## src/rtl/trng_pkg.sv

```systemverilog
// Shared definitions for the TRNG UART transmitter: FSM state encoding and
// the default bit period.
package trng_pkg;

    // 100 MHz system clock / 9600 baud
    localparam int unsigned CLKS_PER_BIT_DEFAULT = 10417;

    localparam logic [2:0] IDLE_ENC     = 3'd0;
    localparam logic [2:0] WAIT_RND_ENC = 3'd1;
    localparam logic [2:0] START_ENC    = 3'd2;
    localparam logic [2:0] DATA_ENC     = 3'd3;
    localparam logic [2:0] STOP_ENC     = 3'd4;

    typedef enum logic [2:0] {
        IDLE     = IDLE_ENC,
        WAIT_RND = WAIT_RND_ENC,
        START    = START_ENC,
        DATA     = DATA_ENC,
        STOP     = STOP_ENC
    } state_t;

endpackage

```

## src/rtl/trng_uart_tx_if.sv

```systemverilog
// Entropy handshake plus serial/status outputs of the TRNG UART transmitter.
interface trng_uart_tx_if;

    logic        transmit;
    logic        rnd_valid;
    logic [31:0] rnd_data;
    logic        rnd_ack;
    logic        tx;
    logic        busy;
    logic        done;

    // Driver side: button and TRNG core
    modport master (
        output transmit, rnd_valid, rnd_data,
        input  rnd_ack, tx, busy, done
    );

    // Transmitter side
    modport slave (
        input  transmit, rnd_valid, rnd_data,
        output rnd_ack, tx, busy, done
    );

endinterface

```

## src/rtl/uart_bit_timer.sv

```systemverilog
// Baud counter: counts 0..CLKS_PER_BIT-1 and flags the last cycle of a bit.
module uart_bit_timer
    import trng_pkg::*;
#(
    parameter int unsigned CLKS_PER_BIT = CLKS_PER_BIT_DEFAULT
) (
    input  logic clk,
    input  logic rst_n,
    input  logic i_clear,
    output logic o_bit_end
);

    localparam int unsigned CW = (CLKS_PER_BIT > 1) ? $clog2(CLKS_PER_BIT) : 1;
    localparam logic [CW-1:0] LAST = CW'(CLKS_PER_BIT - 1);

    logic [CW-1:0] r_cnt;

    assign o_bit_end = (r_cnt == LAST);

    // Free-running bit counter, restarted by the FSM on every state change
    always_ff @(posedge clk or negedge rst_n) begin
        if (!rst_n) begin
            r_cnt <= '0;
        end else if (i_clear || o_bit_end) begin
            r_cnt <= '0;
        end else begin
            r_cnt <= r_cnt + 1'b1;
        end
    end

endmodule

```

## src/rtl/trng_uart_tx.sv

```systemverilog
// Sends NUM_BYTES of a captured TRNG word as back-to-back UART 8N1 frames,
// low byte first, on each rising edge of the transmit button.
module trng_uart_tx
    import trng_pkg::*;
#(
    parameter int unsigned CLKS_PER_BIT = CLKS_PER_BIT_DEFAULT,
    parameter int unsigned NUM_BYTES    = 4
) (
    input  logic          clk,
    input  logic          rst_n,
    trng_uart_tx_if.slave bus
);

    localparam logic [1:0] LAST_BYTE = 2'(NUM_BYTES - 1);

    state_t      r_state;
    state_t      w_state_next;
    logic [2:0]  r_bit;
    logic [2:0]  w_bit_next;
    logic [1:0]  r_byte;
    logic [1:0]  w_byte_next;
    logic [31:0] r_word;
    logic [31:0] w_word_next;
    logic        r_tx;
    logic        w_tx_next;
    logic        r_transmit_d;
    logic        w_trigger;
    logic        w_ack;
    logic        r_done;
    logic        w_done_next;
    logic        w_bit_end;
    logic        w_clear;

    assign w_trigger = bus.transmit && !r_transmit_d;
    assign w_clear   = (w_state_next != r_state);

    uart_bit_timer #(
        .CLKS_PER_BIT(CLKS_PER_BIT)
    ) u_bit_timer (
        .clk      (clk),
        .rst_n    (rst_n),
        .i_clear  (w_clear),
        .o_bit_end(w_bit_end)
    );

    // State, indices, captured word and registered line/status outputs
    always_ff @(posedge clk or negedge rst_n) begin
        if (!rst_n) begin
            r_state      <= IDLE;
            r_bit        <= '0;
            r_byte       <= '0;
            r_word       <= '0;
            r_tx         <= 1'b1;
            r_done       <= 1'b0;
            r_transmit_d <= 1'b1;
        end else begin
            r_state      <= w_state_next;
            r_bit        <= w_bit_next;
            r_byte       <= w_byte_next;
            r_word       <= w_word_next;
            r_tx         <= w_tx_next;
            r_done       <= w_done_next;
            r_transmit_d <= bus.transmit;
        end
    end

    // Next-state logic; tx is computed from the next state so the line
    // stays aligned with the FSM despite being registered
    always_comb begin
        w_state_next = r_state;
        w_bit_next   = r_bit;
        w_byte_next  = r_byte;
        w_word_next  = r_word;
        w_ack        = 1'b0;
        w_done_next  = 1'b0;
        unique case (r_state)
            IDLE: begin
                if (w_trigger) begin
                    if (bus.rnd_valid) begin
                        w_ack        = 1'b1;
                        w_word_next  = bus.rnd_data;
                        w_byte_next  = '0;
                        w_bit_next   = '0;
                        w_state_next = START;
                    end else begin
                        w_state_next = WAIT_RND;
                    end
                end
            end
            WAIT_RND: begin
                if (bus.rnd_valid) begin
                    w_ack        = 1'b1;
                    w_word_next  = bus.rnd_data;
                    w_byte_next  = '0;
                    w_bit_next   = '0;
                    w_state_next = START;
                end
            end
            START: begin
                if (w_bit_end) begin
                    w_bit_next   = '0;
                    w_state_next = DATA;
                end
            end
            DATA: begin
                if (w_bit_end) begin
                    w_bit_next = r_bit + 3'd1;
                    if (r_bit == 3'd7) begin
                        w_state_next = STOP;
                    end
                end
            end
            STOP: begin
                if (w_bit_end) begin
                    if (r_byte == LAST_BYTE) begin
                        w_done_next  = 1'b1;
                        w_state_next = IDLE;
                    end else begin
                        w_byte_next  = r_byte + 2'd1;
                        w_state_next = START;
                    end
                end
            end
            default: w_state_next = IDLE;
        endcase

        if (w_state_next == START) begin
            w_tx_next = 1'b0;
        end else if (w_state_next == DATA) begin
            w_tx_next = w_word_next[{w_byte_next, w_bit_next}];
        end else begin
            w_tx_next = 1'b1;
        end
    end

    assign bus.rnd_ack = w_ack;
    assign bus.tx      = r_tx;
    assign bus.busy    = (r_state != IDLE);
    assign bus.done    = r_done;

endmodule

```

## src/flat_wrapper.sv

```systemverilog
// flat-port wrapper written by rule: the top's interface ports become plain ports
module trng_uart_tx_flat import trng_pkg::*;
#(
    parameter int unsigned CLKS_PER_BIT = CLKS_PER_BIT_DEFAULT,
    parameter int unsigned NUM_BYTES    = 4
)
  (clk, rst_n, bus_transmit, bus_rnd_valid, bus_rnd_data, bus_rnd_ack, bus_tx, bus_busy, bus_done);
  trng_uart_tx_if bus_i ();
  input  logic clk;
  input  logic rst_n;
  input wire logic [$bits(bus_i.transmit)-1:0] bus_transmit;
  input wire logic [$bits(bus_i.rnd_valid)-1:0] bus_rnd_valid;
  input wire logic [$bits(bus_i.rnd_data)-1:0] bus_rnd_data;
  output wire logic [$bits(bus_i.rnd_ack)-1:0] bus_rnd_ack;
  output wire logic [$bits(bus_i.tx)-1:0] bus_tx;
  output wire logic [$bits(bus_i.busy)-1:0] bus_busy;
  output wire logic [$bits(bus_i.done)-1:0] bus_done;
  assign bus_i.transmit = bus_transmit;
  assign bus_i.rnd_valid = bus_rnd_valid;
  assign bus_i.rnd_data = bus_rnd_data;
  assign bus_rnd_ack = bus_i.rnd_ack;
  assign bus_tx = bus_i.tx;
  assign bus_busy = bus_i.busy;
  assign bus_done = bus_i.done;
  trng_uart_tx #(.CLKS_PER_BIT(CLKS_PER_BIT), .NUM_BYTES(NUM_BYTES)) u_core (.clk(clk), .rst_n(rst_n), .bus(bus_i));
endmodule
```

## config.mk

```make
export PLATFORM = sky130hd
export DESIGN_NAME = trng_uart_tx_flat
export DESIGN_NICKNAME = d
export VERILOG_FILES = /design/src/rtl/trng_pkg.sv /design/src/rtl/trng_uart_tx_if.sv /design/src/rtl/uart_bit_timer.sv /design/src/rtl/trng_uart_tx.sv /design/src/flat_wrapper.sv
export SDC_FILE = /design/constraint.sdc
export NUM_CORES = 1
export LEC_CHECK = 0
export BUFFER_PORTS_ARGS = -buffer_cell sky130_fd_sc_hd__buf_2
export CORE_MARGIN = 3
export CORE_UTILIZATION = 51
export DETAILED_ROUTE_END_ITERATION = 10
export GPL_TIMING_DRIVEN = 0
export HOLD_SLACK_MARGIN = 0.05
export PLACE_DENSITY = 0.77
export SYNTH_ARGS = -nofsm -noshare
export SYNTH_HDL_FRONTEND = slang
export SYNTH_SLANG_ARGS = --single-unit
```

## constraint.sdc

```tcl
create_clock -name clk -period 3.5 [get_ports clk]
set_input_delay 0.175 -clock clk [delete_from_list [all_inputs] [get_ports clk]]
set_output_delay 0.175 -clock clk [all_outputs]
set_load 0.03 [all_outputs]
```

# Word-level counts from Yosys, hierarchy flattened
# Cells that the tools add are included.
# Widths: inputs -> output; s select.
[classes]
div_mod_pow = 0
multipliers = 0
shift = 0
n_mux = 33
n_reduce_logical = 5
n_eq_ne = 10
magnitude_cmp = 1
n_addsub = 3
bitwise_logic = 0
[ops]
columns = ["cell", "count"]
rows = [
  ["$mux 32", 2],
  ["$pmux 32 s2", 1],
  ["$mux 3", 10],
  ["$pmux 3 s5", 1],
  ["$add 14x1->14 const B", 1],
  ["$eq 14x14->1 const B", 1],
  ["$mux 14", 1],
  ["$eq 3x2->1 const B", 4],
  ["$mux 2", 6],
  ["$pmux 3 s4", 1],
  ["$mux 1", 8],
  ["$eq 3x3->1 const B", 2],
  ["$lt 5x6->1 const B", 1],
  ["$pmux 2 s3", 1],
  ["$bmux 1 s5", 1],
  ["$add 3x1->3 const B", 1],
  ["$eq 3x1->1 const B", 1],
  ["$logic_not 3->1", 1],
  ["$ne 3x3->1", 1],
  ["$reduce_bool 3->1", 1],
  ["$add 2x1->2 const B", 1],
  ["$eq 2x2->1 const B", 1],
  ["$pmux 1 s2", 1],
  ["$logic_and 1x1->1", 1],
  ["other kinds (2)", 2],
]
[totals]
mem_bits_ro = 0
mem_count = 0
elab_cells = 60
input_bits = 36
mem_bits_rw = 0
latch_bits = 0
ff_bits = 57

# Logic depth before layout (Yosys ltp)
[depth]
word_depth = 8
ltp_mapped = 15
mapped_depth_nobuf = 14

# Cells and area by module
# From an unflattened synthesis, not the netlist that was laid out.
[hier_totals]
cells_unflattened = 249
area_unflattened_um2 = 2920.3
[modules_own_cells]
columns = ["mod", "cells_each", "seq_area_each_um2", "area_each_um2", "n_inst"]
rows = [
  ["trng_uart_tx", 175, 1078.5, 2205.9, 1],
  ["uart_bit_timer", 74, 350.3, 714.4, 1],
]

# Worst setup path after synthesis
# Ideal clock, no wire load.
[synth_path]
path_kind = "register -> register"
startpoint = "register u_core.u_bit_timer.r_cnt[0]"
endpoint = "register u_core.r_tx (netlist: u_core.bus.tx)"
t_required_ns = 3.418
arrival_ns = 3.369
setup_slack_ns = 0.049
path_buffers = 1
stages_incl_launch_ff = 15
setup_ns = 0.082
cell_sequence = "dfrtp_1 > inv_1 > ha_1 > or4b_4 > nor4_4 > inv_1 > ha_1 > a21oi_1 > a22oi_1 > buf_6 > mux4_1 > nand2b_1 > a41o_1 > a21oi_2 > a211o_1"
[synth_between]
elab_chain_cells = 7
[synth_rtl]
columns = ["element", "line_no", "source"]
rows = [
  ["from (decl)", "uart_bit_timer.sv:16", "logic [CW-1:0] r_cnt;"],
  ["from (signal assigned)", "uart_bit_timer.sv:27", "r_cnt <= r_cnt + 1'b1;"],
  ["$eq 14x14->1 (*)", "uart_bit_timer.sv:18", "assign o_bit_end = (r_cnt == LAST);"],
  ["$mux 3 (tied with other cells)", "trng_uart_tx.sv:106", "if (w_bit_end) begin"],
  ["$pmux 3 s4 or $pmux 2 s3 (tied branches)", "trng_uart_tx.sv:76", "unique case (r_state)"],
  ["$bmux 1 s5", "trng_uart_tx.sv:130", "w_tx_next = w_word_next[{w_byte_next, w_bit_next}];"],
  ["$mux 1 (implied by the code)", "trng_uart_tx.sv:130", ""],
  ["$mux 1", "trng_uart_tx.sv:129", "end else if (w_state_next == DATA) begin"],
  ["$mux 1 (*)", "trng_uart_tx.sv:127", "if (w_state_next == START) begin"],
  ["net u_core.w_tx_next", "trng_uart_tx.sv:25", "logic w_tx_next;"],
  ["to (signal assigned)", "trng_uart_tx.sv:61", "r_tx <= w_tx_next;"],
  ["to (decl)", "trng_uart_tx.sv:24", "logic r_tx;"],
]
# Mark *: on every way through the listed nets, which the timed path passes. The rest lies on a longest branch. The select of a mux whose other input is x is not followed.

# Worst setup path in the final report
[layout_path]
startpoint = "register u_core.u_bit_timer.r_cnt[1]"
endpoint = "register u_core.r_tx (netlist: u_core.bus.tx)"
# The elaborated chain is that of the path after synthesis.

==> results.yml <==
outcome:
  status: "complete, no violations"
global_routing:
  track_usage_pct: 19.0
  grt_pass1_vias: 1961
  met1_usage_pct: 26.9
  grt.overflow.total: 0
  grt.met3_usage_pct: 4.43
  antenna_found_initial: 0
  met2_usage_pct: 27.6
  busiest_layer: "met2"
  grt_pass1_wl_mm: 9.29
  grt_max_degree: 58
yosys:
  ys_top_cells_by_area: "dfrtp_1, mux2_2, mux2i_1"
  synthesis.area_um2: 2860
  yosysTopAreaCell: "dfrtp_1"
  synthesis.nets: 281
  ys_ff_latch: 57
  ys_seq_area_share_pct: 50.0
  syn_area_per_cell_um2: 11.9
  syn_inst: 240
  synth_edf_count: 0
  ys_async_sr_fraction_pct: 100
  ys_types: 44
  yosysTopAreaCellShare_pct: 48.2
  yosys_warnings: 0
  synthFlopType: "dfrtp_1"
timing:
  fmax_mhz: 302
  fin_ws_ps: 187
  worstMarginPinSlew_ps: 714
  setup_viol: 0
  slew_viol_final: 0
  rsz0062_at_grt: "no"
  relSlewSlack_pct: 52.4
  finalCritPeriodShare_pct: 94.7
  hold_viol: 0
  period_minus_slack_ps: 3310
  hold_ws_ps: 97.6
  fin_worst_skew_ps: 6.25
setup_path:
  worstSetupPathType: "reg2reg"
  cp.arrival_ps: 3560
  path_max_fanout: 5
  cp-start-kind: "flip-flop"
  critical_path_required_ps: 3750
  endpoint_kind: "flip-flop"
power_and_ir_drop:
  vdd_drop_max_mv: 0.240
  finalPower_w: 0.00124
  power.leakage_nw: 1.75
  pwr_density_cell_nw_per_um2: 369
routing:
  routed_wl_mm: 5.52
  via_per_inst: 5.31
  wl_per_cell_um: 14.9
  dr.pass1.iters: 4
  drt_iter0_drc: 172
  drc: 0
  vias: 1970
  postRouteAntennaNets: 0
die:
  dieWidth_um: 80.8
  start_util_pct: 54.2
  rows: 26
  die_y_um: 80.8
  ios: 40
  core_um2: 5270
  die-area_um2: 6530
placed_design:
  pre_cts_ws_ps: -331
  dpl.hpwl_mm: 3.83
  portBuffers: 39
  placed_cells: 349
  routabilityCongestion: 0.818
layout:
  fin_cells: 371
  final_nets: 337
  syn2layout_area_growth_pct: 18.1
  diodes: 0
  fill_cells: 437
  drive_above_1_share_pct: 39.2
clock_network:
  root_buffer: "clkbuf_8"
  cts_tree: "built"
  cts_made_buffers: 9
  path_clk_slew_ps: 70
  cts.sink_count: 57
  worstSkewPairLatency_ps: 320
  cts_buffer_depth: 2
  cts.htree.levels: 3
worst_hold_path:
  hp-class: "in2reg"
job:
  maxCapViolCount: 0
==> power breakdown <==
part	switching, W	internal, W	total (W)
Sequential	0.000000151	0.000660	0.000660
Combinational	0.0000193	0.0000166	0.0000359
Clock	0.000256	0.000291	0.000547
Total	0.000276	0.000968	0.00124
==> layer usage <==
| layer | share of wire (%) | vias to the layer above | wire length, µm |
|---|---|---|---|
| li1 | - | 967 | - |
| met1 | 47 | 958 | 2570 |
| met2 | 48 | 36 | 2630 |
| met3 | 4.2 | 9 | 231 |
| met4 | 1.5 | 0 | 81 |
| met5 | 0 | - | 0 |
==> placed cells by master, fill, tap and decap left out, types with 3 or more instances in the layout <==
cell type | netlist | layout
a21oi_1 | 8 | 8
and3_1 | 3 | 3
buf_2 | 0 | 38
buf_4 | 1 | 6
buf_6 | 3 | 3
clkbuf_1 | 4 | 4
clkbuf_8 | 1 | 12
clkinv_2 | 0 | 3
dfrtp_1 | 55 | 55
ha_1 | 5 | 5
inv_1 | 11 | 10
mux2_2 | 33 | 33
mux2i_1 | 23 | 23
nand2_1 | 13 | 13
nand3_1 | 3 | 3
nand4_1 | 5 | 5
nor2_1 | 17 | 17
nor2b_1 | 3 | 3
o21ai_0 | 7 | 7
or3_1 | 4 | 4
xnor2_1 | 4 | 4
xor2_1 | 4 | 4
==> final timing paths <==
path                                              from                          end  slack, ps  depth (start not counted)
max                        u_core.u_bit_timer.r_cnt[1]                u_core.bus.tx        190                         14
min                                   bus_rnd_data[15]            u_core.r_word[15]        100                          2
max reg2reg                u_core.u_bit_timer.r_cnt[1]                u_core.bus.tx        190                         14
min reg2reg                           u_core.r_word[6]             u_core.r_word[6]        500                          1
max in group asynchronous                        rst_n  u_core.u_bit_timer.r_cnt[0]       2570                          2
min in group asynchronous                        rst_n            u_core.r_word[30]        450                          2
==> per-stage QoR <==
stage          cell area (µm²)  utilization [%]  setup TNS (ps)
3_3_place_gp              3140             59.5            -221
5_1_grt                   3370             64.0               0
2_1_floorplan             2860                -               0
4_1_cts                   3340             63.5               0
6_report                  3370             64.0               0
3_5_place_dp              3140             59.5            -331
==> logic make-up (layout without fill, tap and decap cells) <==
| family | Yosys count | after routing | synth area share, % |
|---|---|---|---|
| simple gates | 63 | 63 | 12.3 |
| mux | 57 | 57 | 22.0 |
| flops | 57 | 57 | 50.0 |
| compound gates | 29 | 29 | 7.01 |
| buf+inv | 21 | 82 | 4.03 |
| xor+xnor | 8 | 8 | 2.45 |
| fa+ha+maj | 5 | 5 | 2.19 |
==> critical path, cell delays in order (launching register included) <==
cell and delay, ps:
dfrtp_1 400, inv_1 60, ha_1 130, or4b_4 470, nor4_4 320, inv_2 100
ha_1 300, a21oi_1 80, a22oi_2 210, buf_6 140, mux4_2 490, nand2b_1 80
a41o_1 180, a21oi_2 40, a211o_1 270
==> synth_stat cells (2+ instances only) <==
library cell and instances:
xnor2_1 4, xor2_1 4, or3_1 4, mux2i_1 23, clkbuf_1 4, a21oi_2 2
nor2b_1 3, o21ai_0 7, nand2_1 13, inv_1 11, dfrtp_1 55, a22o_2 2
a21oi_1 8, or4b_4 2, a22oi_1 2, dfstp_2 2, and3_2 2, nor3_1 2
or2_2 2, nor2_1 17, ha_1 5, buf_6 3, nand4_1 5, mux2_2 33
nand3_1 3, and3_1 3, nand3b_1 2
==> registers in the layout (all words and copies together), names as in the netlist <==
register	cells
u_core.bus.done	1
u_core.r_byte	2
u_core.r_word	32
u_core.r_bit	3
u_core.bus.tx	1
u_core.r_transmit_d	1
u_core.r_state	3
u_core.u_bit_timer.r_cnt	14
==> area by class of cell <==
class	count	area [µm²]	area share (%)
Timing Repair Buffer	45	248	7.34
Sequential cell	57	1430	42.4
Multi-Input combinational cell	162	1310	38.9
Tap cell	70	87.6	2.60
Inverter	12	45.0	1.34
Clock buffer	11	151	4.49
Clock inverter	5	30.0	0.890
Buffer	9	70.1	2.08
==> what timing repair did <==
action | 4_1_cts | 5_1_grt
setup buffers | 2 | 2
gates cloned | 0 | 0
setup endpoints to repair | 1 | 1
hold endpoints to repair | 1 | 55
hold buffers | 1 | 1
gates resized for setup | 0 | 3
pin swaps | 1 | 2
(Power assumes the default switching activity.)
